<file path="src/rtl/run_controller_if.sv">
// ---------------------------------------------------------------------------
// run_controller_if
// Groups the run controller's control inputs and status outputs.
//   restart    : request to re-run the reset/run sequence
//   step_mode  : 1 = single-step, 0 = free run (level)
//   step_req   : step button, acts on its rising edge
//   halt_req   : halt level from the CPU
//   cpu_rst    : active-low CPU reset
//   cpu_en     : CPU clock enable
//   cycle_count: enabled cycles since last reset/restart
//   done       : controller is in DONE
//   halt_cause : 00 none, 01 halt_req, 10 cycle limit
//   state      : current FSM encoding
// master drives the controls (test/host side); slave is the controller.
// ---------------------------------------------------------------------------
interface run_controller_if #(
    parameter int CNT_W = 32
);
    logic             restart;
    logic             step_mode;
    logic             step_req;
    logic             halt_req;
    logic             cpu_rst;
    logic             cpu_en;
    logic [CNT_W-1:0] cycle_count;
    logic             done;
    logic [1:0]       halt_cause;
    logic [2:0]       state;

    modport master (
        output restart, step_mode, step_req, halt_req,
        input  cpu_rst, cpu_en, cycle_count, done, halt_cause, state
    );

    modport slave (
        input  restart, step_mode, step_req, halt_req,
        output cpu_rst, cpu_en, cycle_count, done, halt_cause, state
    );
endinterface

</file>
<file path="src/rtl/run_controller.sv">
// ---------------------------------------------------------------------------
// run_controller
// Sequences a CPU through a reset hold, then free-run or single-step
// execution, and stops it on a halt request or after MAX_CYCLES enabled
// cycles. All outputs come straight from flops.
//   clk : system clock, rising edge
//   rst : synchronous active-low reset
//   bus : run_controller_if.slave (controls in, status out)
// Parameters: RST_CYCLES (1..255) hold length, MAX_CYCLES (0 = unlimited),
// CNT_W cycle counter width.
// ---------------------------------------------------------------------------
module run_controller #(
    parameter int RST_CYCLES = 6,
    parameter int MAX_CYCLES = 50,
    parameter int CNT_W      = 32
) (
    input  logic             clk,
    input  logic             rst,
    run_controller_if.slave  bus
);
    typedef enum logic [2:0] {
        RESET_HOLD = 3'd0,
        RUN        = 3'd1,
        STEP_WAIT  = 3'd2,
        STEP_EXEC  = 3'd3,
        DONE       = 3'd4
    } state_e;

    state_e           state_q, state_d;
    logic [7:0]       hold_q, hold_d;
    logic [CNT_W-1:0] cnt_q, cnt_d, cnt_inc;
    logic [1:0]       cause_q, cause_d;
    logic             cpu_rst_q, cpu_rst_d;
    logic             cpu_en_q, cpu_en_d;
    logic             done_q, done_d;
    logic             step_prev_q;
    logic             step_edge;
    logic             limit_hit;

    always_comb begin
        step_edge = bus.step_req & ~step_prev_q;
        // Saturating increment; compared at 64 bits so a MAX_CYCLES beyond
        // the counter range can never alias onto a truncated value.
        cnt_inc   = (&cnt_q) ? cnt_q : cnt_q + CNT_W'(1);
        limit_hit = (MAX_CYCLES != 0) && (64'(cnt_inc) == 64'(MAX_CYCLES));

        state_d = state_q;
        hold_d  = hold_q;
        cnt_d   = cnt_q;
        cause_d = cause_q;

        // The edge that ends an enabled cycle always counts, even when it
        // also stops the CPU.
        if (cpu_en_q) cnt_d = cnt_inc;

        if (bus.restart) begin
            state_d = RESET_HOLD;
            hold_d  = '0;
            cnt_d   = '0;
            cause_d = 2'b00;
        end else if (cpu_en_q && bus.halt_req) begin
            state_d = DONE;
            cause_d = 2'b01;
        end else if (cpu_en_q && limit_hit) begin
            state_d = DONE;
            cause_d = 2'b10;
        end else begin
            case (state_q)
                RESET_HOLD: begin
                    if (hold_q == 8'(RST_CYCLES - 1)) begin
                        hold_d  = '0;
                        state_d = bus.step_mode ? STEP_WAIT : RUN;
                    end else begin
                        hold_d = hold_q + 8'd1;
                    end
                end
                RUN:       if (bus.step_mode) state_d = STEP_WAIT;
                // Leaving step mode takes priority over a coincident step.
                STEP_WAIT: begin
                    if (!bus.step_mode)  state_d = RUN;
                    else if (step_edge)  state_d = STEP_EXEC;
                end
                STEP_EXEC: state_d = STEP_WAIT;
                DONE:      state_d = DONE;
                default: begin
                    state_d = RESET_HOLD;
                    hold_d  = '0;
                end
            endcase
        end

        // Outputs are registered from the next state so they line up with
        // the state they describe.
        cpu_rst_d = (state_d != RESET_HOLD);
        cpu_en_d  = (state_d == RUN) || (state_d == STEP_EXEC);
        done_d    = (state_d == DONE);
    end

    always_ff @(posedge clk) begin
        if (!rst) begin
            state_q     <= RESET_HOLD;
            hold_q      <= '0;
            cnt_q       <= '0;
            cause_q     <= 2'b00;
            cpu_rst_q   <= 1'b0;
            cpu_en_q    <= 1'b0;
            done_q      <= 1'b0;
            step_prev_q <= 1'b0;
        end else begin
            state_q     <= state_d;
            hold_q      <= hold_d;
            cnt_q       <= cnt_d;
            cause_q     <= cause_d;
            cpu_rst_q   <= cpu_rst_d;
            cpu_en_q    <= cpu_en_d;
            done_q      <= done_d;
            step_prev_q <= bus.step_req;
        end
    end

    assign bus.cpu_rst     = cpu_rst_q;
    assign bus.cpu_en      = cpu_en_q;
    assign bus.cycle_count = cnt_q;
    assign bus.done        = done_q;
    assign bus.halt_cause  = cause_q;
    assign bus.state       = state_q;
endmodule

</file>
<file path="src/flat_wrapper.sv">
// flat-port wrapper written by rule: the top's interface ports become plain ports
module run_controller_flat 
#(
    parameter int RST_CYCLES = 6,
    parameter int MAX_CYCLES = 50,
    parameter int CNT_W      = 32
)
  (clk, rst, bus_restart, bus_step_mode, bus_step_req, bus_halt_req, bus_cpu_rst, bus_cpu_en, bus_cycle_count, bus_done, bus_halt_cause, bus_state);
  run_controller_if #(.CNT_W(CNT_W)) bus_i ();
  input  logic clk;
  input  logic rst;
  input wire logic [$bits(bus_i.restart)-1:0] bus_restart;
  input wire logic [$bits(bus_i.step_mode)-1:0] bus_step_mode;
  input wire logic [$bits(bus_i.step_req)-1:0] bus_step_req;
  input wire logic [$bits(bus_i.halt_req)-1:0] bus_halt_req;
  output wire logic [$bits(bus_i.cpu_rst)-1:0] bus_cpu_rst;
  output wire logic [$bits(bus_i.cpu_en)-1:0] bus_cpu_en;
  output wire logic [$bits(bus_i.cycle_count)-1:0] bus_cycle_count;
  output wire logic [$bits(bus_i.done)-1:0] bus_done;
  output wire logic [$bits(bus_i.halt_cause)-1:0] bus_halt_cause;
  output wire logic [$bits(bus_i.state)-1:0] bus_state;
  assign bus_i.restart = bus_restart;
  assign bus_i.step_mode = bus_step_mode;
  assign bus_i.step_req = bus_step_req;
  assign bus_i.halt_req = bus_halt_req;
  assign bus_cpu_rst = bus_i.cpu_rst;
  assign bus_cpu_en = bus_i.cpu_en;
  assign bus_cycle_count = bus_i.cycle_count;
  assign bus_done = bus_i.done;
  assign bus_halt_cause = bus_i.halt_cause;
  assign bus_state = bus_i.state;
  run_controller #(.RST_CYCLES(RST_CYCLES), .MAX_CYCLES(MAX_CYCLES), .CNT_W(CNT_W)) u_core (.clk(clk), .rst(rst), .bus(bus_i));
endmodule
</file>
<file path="config.mk">
export PLATFORM = sky130hd
export DESIGN_NAME = run_controller_flat
export DESIGN_NICKNAME = d
export VERILOG_FILES = /design/src/rtl/run_controller_if.sv /design/src/rtl/run_controller.sv /design/src/flat_wrapper.sv
export SDC_FILE = /design/constraint.sdc
export NUM_CORES = 1
export LEC_CHECK = 0
export CAP_MARGIN = 20
export CORE_ASPECT_RATIO = 1.1
export CORE_MARGIN = 1
export CORE_UTILIZATION = 45
export DETAILED_ROUTE_END_ITERATION = 10
export PLACE_DENSITY = 0.75
export SLEW_MARGIN = 20
export SYNTH_ARGS = -nofsm -noshare
export SYNTH_HDL_FRONTEND = slang
export SYNTH_SLANG_ARGS = --single-unit
</file>
<file path="constraint.sdc">
create_clock -name clk -period 8.6 [get_ports clk]
set_input_delay 2.58 -clock clk [delete_from_list [all_inputs] [get_ports clk]]
set_output_delay 2.58 -clock clk [all_outputs]
set_load 0.01 [all_outputs]
</file>
# ---- Word level (Yosys, flattened, before mapping)
# Cells that the tools add are included.
dict set report op_classes {
  n_mux 14
  eq_ne 9
  n_reduce_logical 11
  bitwise_logic 6
  addsub 2
}
# operator n
set ops {}
lappend ops {{adder 32 x 1 -> 32 bit, second input constant} 1}
lappend ops {{equality test 32 x 6 -> 1 bit, second input constant} 1}
lappend ops {{2-to-1 mux 32 bit} 1}
lappend ops {{AND reduction 32 bit} 1}
lappend ops {{2-to-1 mux 3 bit} 7}
lappend ops {{case mux 8 bit (2 select lines)} 1}
lappend ops {{case mux 3 bit (5 select lines)} 1}
lappend ops {{equality test 3 x 2 -> 1 bit, second input constant} 3}
lappend ops {{adder 8 x 1 -> 8 bit, second input constant} 1}
lappend ops {{equality test 8 x 3 -> 1 bit, second input constant} 1}
lappend ops {{2-to-1 mux 8 bit} 1}
lappend ops {{equality test 3 x 1 -> 1 bit, second input constant} 2}
lappend ops {{equality test 3 bit, second input constant} 2}
lappend ops {{NOT 1 bit} 5}
lappend ops {{OR reduction 4 bit} 1}
lappend ops {{logical NOT 3 bit} 1}
lappend ops {{AND reduction 3 bit} 1}
lappend ops {{nonzero test 3 bit} 1}
lappend ops {{OR reduction 3 bit} 1}
lappend ops {{logical AND 1 bit} 2}
lappend ops {{2-to-1 mux 1 bit} 2}
lappend ops {{2-to-1 mux 2 bit} 1}
lappend ops {{nonzero test 2 bit} 1}
lappend ops {{OR reduction 2 bit} 1}
lappend ops {{2 further kinds} 2}
dict set report totals {
  reg_bits 49
  elab_cells 51
}

# ---- Longest topological paths before layout
# Gate-level depths: netlist (run 1).
dict set report logic_depth {
  word_depth 10
  mapped_depth 11
  ltp_nobuf 10
}

# ---- Least setup slack after synthesis (run 1)
# No wires, ideal clock.
dict set report synth_timing {
  kind {in2reg}
  startpoint {input port bus_halt_req}
  endpoint {register u_core.hold_q[6]}
  t_arrival_ps 3534
  required_time_ps 8504
  path_slack_ps 4970
  cell_stages 5
  path_cell_list {nand2_1 > nand2_1 > or3_1 > buf_6 > o41ai_2}
}
dict set report synth_via {
  elab_chain_cells 3
}
# element line
set synth_lines {}
lappend synth_lines {{start, declared} flat_wrapper.sv:15} ;# input wire logic [$bits(bus_i.halt_req)-1:0] bus_halt_req;
lappend synth_lines {{logical AND 1 bit} run_controller.sv:61} ;# end else if (cpu_en_q && bus.halt_req) begin
lappend synth_lines {{NOT 1 bit (no source line)} n/a}
lappend synth_lines {{AND reduction 3 bit (no source line)} n/a}
lappend synth_lines {{end signal, assigned} run_controller.sv:111} ;# hold_q <= hold_d;
lappend synth_lines {{end, declared} run_controller.sv:30} ;# logic [7:0] hold_q, hold_d;
# Every way passes these cells.
# A chain may end at the register's enable or synchronous reset.

# ---- Worst setup path after layout (run 1)
dict set report layout_timing {
  startpoint {register u_core.cpu_en_q (netlist: u_core.bus.cpu_en)}
  endpoint {output port bus_cpu_en}
}
# element line
set layout_rtl {}
lappend layout_rtl {{start, declared} run_controller.sv:34} ;# logic cpu_en_q, cpu_en_d;
lappend layout_rtl {{start signal, assigned} run_controller.sv:115} ;# cpu_en_q <= cpu_en_d;
lappend layout_rtl {{end, declared} flat_wrapper.sv:17} ;# output wire logic [$bits(bus_i.cpu_en)-1:0] bus_cpu_en;
# No word-level cell between the ends.

==> impl_summary.log, run 1 <==
[metrics] status: finished, final reports clean
[metrics] number of clock sinks seen by CTS: 49
[metrics] setup repair after global routing missed its margin: false
[metrics] Mapped Area: 2973 µm²
[metrics] final hold vios: 0
[metrics] worst-path cell with the longest stage delay: dfxtp_1
[metrics] startpoint of the lowest-slack register-to-register path: u_core.bus.cycle_count[0]
[metrics] via count of the first global-routing pass: 2547
[metrics] sw power: 87.97 µW
[metrics] Die Height: 87.25 µm
[metrics] layout cells sized above 1: 5.013%
[metrics] maximum vdd ir drop: 0.00006607 V
[metrics] hold buffer count at cts: 0
[metrics] clock buffer count from CTS: 5
[metrics] minimum period implied by the final worst setup slack: 4.241 ns
[metrics] Arr. time, crit path: 1.66 ns
[metrics] Final setup violation count: 0
[metrics] clock tree buffer depth: 2
[metrics] synthesized instance count: 372
[metrics] clock skew after layout: 0.007950 ns
[metrics] kind of end point of the critical path: output pin
[metrics] number of placement rows: 30
[metrics] clock tree root buffer cell: clkbuf_8
[metrics] first-pass detailed-route iteration total: 4
[metrics] I/O pin cnt: 46
[metrics] synthesis-to-layout area growth: 17.21%
[metrics] placeable core area: 6269 µm²
[metrics] upper clock frequency limit: 0.2358 GHz
[metrics] headroom to the max-slew limit: 55.94%
[metrics] post-detailed-route count of antenna-violating nets: 0
[metrics] sequential fraction of the synthesis area: 33.00%
[metrics] number of library cell types mapped by synthesis: 57
[metrics] Iter 0 DRT Violations: 126
[metrics] register-to-register setup slack: 4.94 ns
[metrics] Vias/cell: 5.921
[metrics] number of gates resized after cts: 0
[metrics] global route overflow: 0
[metrics] Min Hold Slack: 0.4637 ns
[metrics] first-pass GRT wire length: 11890 µm
[metrics] top-area cell type share of the netlist area: 33.00%
[metrics] Sw Ratio: 23.34%
[metrics] clock transition at the register clock pins on the worst setup and hold paths after CTS: 0.09 ns
[metrics] launching element type of the critical path: register
[metrics] overall routing resource usage: 21.31%
[metrics] clock power share: 37.0%
[metrics] Worst Reg-to-Reg Cells: 9
[metrics] detailed-placement wirelength estimate: 5133 µm
[metrics] number of nets produced by synthesis: 381
[metrics] initial antenna violation count: 0
[metrics] cell count after placement: 471
[metrics] cell chain of the critical path: clkdlybuf4s50_1
[metrics] final net count: 407
[metrics] type of the most critical hold path: reg2reg
[metrics] post-detailed-route wirelength per cell: 15.00 µm
[metrics] number of cells in the finished layout apart from fillers: 479
[metrics] Seq cells post-synth: 49
[metrics] critical path's largest stage delay: 0.70 ns
[metrics] Sum Neg Setup Slack: 0 ns
[metrics] routed vias: 2836
[metrics] final routed DRC violation total: 0
[metrics] cell class contributing the biggest share of worst-path delay: flip-flops
[metrics] TritonCTS clock tree: yes
[metrics] post-synthesis cell type with the largest combined area: dfxtp_1
[metrics] startpoint-to-endpoint class of the critical path: reg2out
[metrics] input/output buffers: 45
[metrics] total leakage power: 1.106 nW
[metrics] Placer Congestion: 0.8402
[metrics] share of flip-flops with an asynchronous set or reset after synthesis: 0%
[metrics] number of cells on the worst hold path: 2
[metrics] cell types occupying the most area after synthesis: dfxtp_1, nor2_1, xnor2_1, xor2_1, nand2_1
[metrics] critical path buffer and inverter count: 1
[metrics] cell area after layout: 3485 µm²
[metrics] max cap viols: 0
[metrics] Worst-Skew Late Latency: 0.31 ns
[metrics] Routed Wire Length: 7183 µm
[metrics] required time of the worst setup path: 6.02 ns
[metrics] internal power: 288.9 µW
[metrics] H-tree levels: 2
[metrics] power density relative to cell area: 108.2 nW/µm²
[metrics] most common flop cell mapped by yosys: dfxtp_1
[metrics] synthesized area per cell: 7.992 µm²
[metrics] initial core utilization: 47.43%
[metrics] floorplan die width: 79.50 µm
[metrics] YS warnings: 0
[metrics] hold path startpoint: u_core.bus.halt_cause[0]
[metrics] share of total power in combinational logic: 2.5%
[metrics] buffer count from post-CTS setup fixing: 0
[metrics] RR Endpoint: u_core.hold_q[3]
[metrics] Placement Cell Area: 3395 µm²
[metrics] final-report max-slew violation count: 0
[metrics] Worst Max-Slew Pin Slew: 0.6549 ns
[metrics] antenna diode count: 0
[metrics] Post-synth EDFFs: 0
[metrics] destination of the worst hold path: u_core.bus.halt_cause[0]
[metrics] Die ar.: 6936 µm²
[metrics] part of the power in registers: 60.5%
[metrics] portion of the clock cycle consumed by the worst path in the final layout: 49.32%
[metrics] worst-path maximum fanout: 16
[metrics] largest net degree at the start of global routing: 48
stage by stage:
stage          power [mW]  utilization (%)  worst slack (ns)
2_1_floorplan      0.2386                -             4.970
3_3_place_gp       0.2425            54.15             4.391
3_5_place_dp       0.2427            54.15             4.338
4_1_cts            0.3811            55.59             4.357
5_1_grt            0.3884            55.59             4.321
6_report           0.3769            55.59             4.359
per-layer routing:
metal	vias to the layer above	global-route usage [%]	part of all wire, %
met2	64	36.83	49
met1	1354	27.50	46
met5	-	0	0
met4	0	5.620	1.2
li1	1409	-	-
met3	9	3.141	3.8
layout make-up:
cell class | count | area [µm²]
sequential | 49 | 980.9
clock buffer | 5 | 68.82
tap | 80 | 100.1
timing repair buffer | 46 | 457.9
clock inverter | 3 | 21.27
multi-input combinational | 293 | 1844
fill | 605 | 2784
inverter | 3 | 11.26
power by group through the flow:
| stage | logic (mW) | registers, mW | clock network [mW] |
|---|---|---|---|
| final | 0.00951 | 0.228 | 0.139 |
| after global routing | 0.0104 | 0.228 | 0.150 |
| after CTS | 0.00951 | 0.228 | 0.144 |
| after detailed placement | 0.00940 | 0.233 | 0 |
| after global placement | 0.00927 | 0.233 | 0 |
| after floorplan | 0.00546 | 0.233 | 0 |
worst max path at each step:
stage / startpoint / end / slack (ns) / cells past startpoint
6_report: u_core.bus.cpu_en / bus_cpu_en / 4.36 / 1
5_1_grt: u_core.bus.cpu_en / bus_cpu_en / 4.32 / 1
3_5_place_dp: bus_halt_req / u_core.hold_q[6] / 4.34 / 5
2_1_floorplan: bus_halt_req / u_core.hold_q[6] / 4.97 / 5
4_1_cts: u_core.bus.cpu_en / bus_cpu_en / 4.36 / 1
3_3_place_gp: bus_halt_req / u_core.hold_q[6] / 4.39 / 5
cells in the mapped netlist, drive strengths merged, types with 5 or more instances:
| cell type | count |
|---|---|
| nand3 | 21 |
| nor4 | 10 |
| nor2 | 43 |
| nor3 | 8 |
| or3 | 12 |
| a21oi | 18 |
| nand2 | 35 |
| and4 | 6 |
| dfxtp | 49 |
| nor2b | 5 |
| clkbuf | 15 |
| o311ai | 6 |
| nand4 | 16 |
| xor2 | 17 |
| xnor2 | 18 |
| o21ai | 19 |
| buf | 12 |
| and3 | 10 |
registers in the layout, summed over array words and instances, names as in the netlist:
register	count
u_core.bus.halt_cause	2
u_core.step_prev_q	1
u_core.hold_q	8
u_core.bus.cycle_count	32
u_core.bus.state	3
u_core.bus.cpu_en	1
u_core.bus.done	1
u_core.bus.cpu_rst	1
cell usage in the layout, fill, tap and decap left out, types with 5 or more instances in the layout:
cell | Yosys | layout
o21ai_0 | 18 | 18
nand4_1 | 14 | 14
nor2b_1 | 5 | 5
nor4_1 | 9 | 9
xor2_1 | 17 | 17
a21oi_1 | 18 | 18
xnor2_1 | 18 | 18
nor2_1 | 43 | 43
clkdlybuf4s50_1 | 0 | 45
and3_1 | 10 | 10
nor3_1 | 8 | 8
o311ai_0 | 6 | 6
and4_1 | 5 | 5
dfxtp_1 | 49 | 49
nand2_1 | 35 | 35
nand3_1 | 21 | 21
or3_1 | 11 | 11
clkbuf_8 | 0 | 5
cell families (layout without fill, tap and decap cells):
family | after synthesis | after routing | share of synthesized area, %
AO/OA/AOI/OAI | 68 | 68 | 15.61
XOR/XNOR | 35 | 35 | 10.31
adder cells (fa/ha/maj) | 3 | 3 | 1.263
buffers and inverters | 30 | 57 | 4.966
flip-flops | 49 | 49 | 33.00
multiplexers | 2 | 2 | 0.6734
AND/OR/NAND/NOR | 185 | 185 | 34.17
worst register-to-register path, cell delays in order (launching register included):
cell and delay [ns]:
dfxtp_1 0.52, ha_1 0.30, nand3_1 0.22, nor4_4 0.52
nand3_1 0.38, a41o_1 0.35, nor4_1 0.43, and4_4 0.38
or3_1 0.30, o21ai_0 0.14
(Power assumes the default switching activity.)
==> inputs of run 2 (changes only) <==
- clock period: 8.6 -> 4.44 ns (I/O delays scaled with it)
==> impl_summary.log, run 2 (synthesis results as in run 1) <==
[metrics] status: finished, final reports clean
[metrics] layout cells sized above 1: 5.013% (unchanged)
[metrics] headroom to the max-slew limit: 56.72% (+0.78 points)
[metrics] Most Frequent Cell on Critical Path: nand3_1
[metrics] post-detailed-route count of antenna-violating nets: 0 (unchanged)
[metrics] Final WS setup: 0.8354 ns (-3.523 ns)
[metrics] worst-path maximum fanout: 11 (-5)
[metrics] minimum period implied by the final worst setup slack: 3.605 ns
[metrics] setup slack at placement: 0.8574 ns (-3.481 ns)
[metrics] first-pass GRT wire length: 12080 µm (+1.6%)
[metrics] setup repair after global routing missed its margin: false
[metrics] number of placement rows: 30 (unchanged)
[metrics] H-tree levels: 2 (unchanged)
[metrics] Final setup violation count: 0 (unchanged)
[metrics] critical path buffer and inverter count: 0 (-1)
[metrics] worst-path cell with the longest stage delay: nor4_4
[metrics] detailed-placement wirelength estimate: 5172 µm (+0.77%)
[metrics] Vias/cell: 5.873 (-0.81%)
[metrics] clock transition at the register clock pins on the worst setup and hold paths after CTS: 0.10 ns (about the same)
[metrics] Arr. time, crit path: 3.78 ns (+2.12 ns)
[metrics] routed vias: 2813 (-0.81%)
[metrics] input/output buffers: 45 (unchanged)
[metrics] cell count after placement: 471 (unchanged)
[metrics] I/O pin cnt: 46 (unchanged)
[metrics] cell chain of the critical path: ha_1 > nand3_1 > nor4_4 > nand3_1 > a41o_1 > nor4_1 > and4_4 > or3_1 > o21ai_0
[metrics] Die ar.: 6936 µm² (unchanged)
[metrics] first-pass detailed-route iteration total: 4 (unchanged)
[metrics] clock tree root buffer cell: clkbuf_8
[metrics] Iter 0 DRT Violations: 150 (+19%)
[metrics] antenna diode count: 0 (unchanged)
[metrics] hold buffer count at cts: 0 (unchanged)
[metrics] max cap viols: 0 (unchanged)
[metrics] clock buffer count from CTS: 5 (unchanged)
[metrics] launching element type of the critical path: register
[metrics] final-report max-slew violation count: 0 (unchanged)
[metrics] largest net degree at the start of global routing: 48 (unchanged)
[metrics] overall routing resource usage: 21.87% (+0.56 points)
[metrics] cell area after layout: 3510 µm² (+0.72%)
[metrics] critical path's largest stage delay: 0.53 ns (-0.17 ns)
[metrics] number of gates resized after cts: 0 (unchanged)
[metrics] most common cell after layout, fill and taps aside: dfxtp_1
[metrics] post-detailed-route wirelength per cell: 14.96 µm (-0.24%)
[metrics] Routed Wire Length: 7166 µm (-0.24%)
[metrics] via count of the first global-routing pass: 2540 (-0.27%)
[metrics] Placer Congestion: 0.8871 (+5.6%)
[metrics] Worst setup startpoint: u_core.bus.cycle_count[0]
[metrics] cell class contributing the biggest share of worst-path delay: simple AND/OR/NAND/NOR gates
[metrics] Worst-Skew Late Latency: 0.30 ns (about the same)
[metrics] initial core utilization: 47.43% (unchanged)
[metrics] Placement Cell Area: 3395 µm² (unchanged)
[metrics] Sum Neg Setup Slack: 0 ns (unchanged)
[metrics] startpoint-to-endpoint class of the critical path: reg2reg
[metrics] final routed DRC violation total: 0 (unchanged)
[metrics] type of the most critical hold path: reg2reg
[metrics] initial antenna violation count: 0 (unchanged)
[metrics] TritonCTS clock tree: yes
[metrics] clock skew after layout: 0.005362 ns (-0.002588 ns)
[metrics] floorplan die width: 79.50 µm (unchanged)
[metrics] portion of the clock cycle consumed by the worst path in the final layout: 81.18%
[metrics] number of flip-flops in the largest register: 32 (unchanged)
[metrics] post-route total power: 785.6 µW (+110%)
[metrics] number of clock sinks seen by CTS: 49 (unchanged)
[metrics] commonest non-fill, non-tap cells in the layout: dfxtp_1, clkdlybuf4s50_1, nor2_1, nand2_1, nand3_1
[metrics] placeable core area: 6269 µm² (unchanged)
[metrics] upper clock frequency limit: 0.2774 GHz
[metrics] hold path startpoint: u_core.bus.halt_cause[0]
[metrics] clock tree buffer depth: 2 (unchanged)
[metrics] Die Height: 87.25 µm (unchanged)
[metrics] final net count: 407 (unchanged)
[metrics] total leakage power: 1.116 nW (+0.89%)
[metrics] Worst Max-Slew Pin Slew: 0.6484 ns (-0.006506 ns)
[metrics] maximum vdd ir drop: 0.0001068 V (+62%)
[metrics] required time of the worst setup path: 4.62 ns (-1.40 ns)
[metrics] global route overflow: 0 (unchanged)
[metrics] final hold vios: 0 (unchanged)
[metrics] synthesis-to-layout area growth: 18.06%
[metrics] power density relative to cell area: 223.9 nW/µm² (+110%)
[metrics] startpoint of the lowest-slack register-to-register path: u_core.bus.cycle_count[0]
[metrics] number of cells in the finished layout apart from fillers: 479 (unchanged)
[metrics] Filler Cell Count: 569 (-6.0%)
[metrics] buffer count from post-CTS setup fixing: 0 (unchanged)
[metrics] kind of end point of the critical path: register
run 2: cell type report:
class	instances	area, µm²	area share [%]
Multi-Input combinational cell	293	1844	52.55
Sequential cell	49	980.9	27.95
Timing Repair Buffer	46	457.9	13.05
Tap cell	80	100.1	2.852
Clock buffer	5	68.82	1.961
Clock inverter	3	46.29	1.319
Inverter	3	11.26	0.3209
run 2: path summary, 6_finish.rpt:
check                                                 to  slack (ns)  cells past startpoint
worst max-delay path                    u_core.hold_q[2]        0.84                      9
worst min-delay path            u_core.bus.halt_cause[0]        0.47                      2
worst max register to register          u_core.hold_q[2]        0.84                      9
worst min register to register  u_core.bus.halt_cause[0]        0.47                      2
run 2: power by group:
group | internal [mW] | switching [mW]
Combinational | 0.00719 | 0.0108
Sequential | 0.440 | 0.00105
Clock | 0.169 | 0.157
Total | 0.616 | 0.169
run 2: routing by layer:
metal | global-route usage [%] | up-vias | part of all wire [%]
li1 | - | 1405 | -
met1 | 29.85 | 1327 | 47
met2 | 36.05 | 72 | 48
met3 | 2.827 | 9 | 4.1
met4 | 5.950 | 0 | 1.2
met5 | 0 | - | 0
run 2: worst reg2reg max path: stages (launching register included):
cell,delay (ns)
dfxtp_1,0.50
ha_1,0.29
nand3_1,0.22
nor4_4,0.53
nand3_1,0.37
a41o_1,0.35
nor4_1,0.42
and4_4,0.37
or3_1,0.29
o21ai_0,0.15
run 2: metrics by stage:
stage	utilization, %	hold WS, ns
finish	55.99	0.4707
global route	55.99	0.5104
CTS	55.99	0.4772
detailed placement	54.15	0.4639
global placement	54.15	0.4428
floorplan	-	0.4367
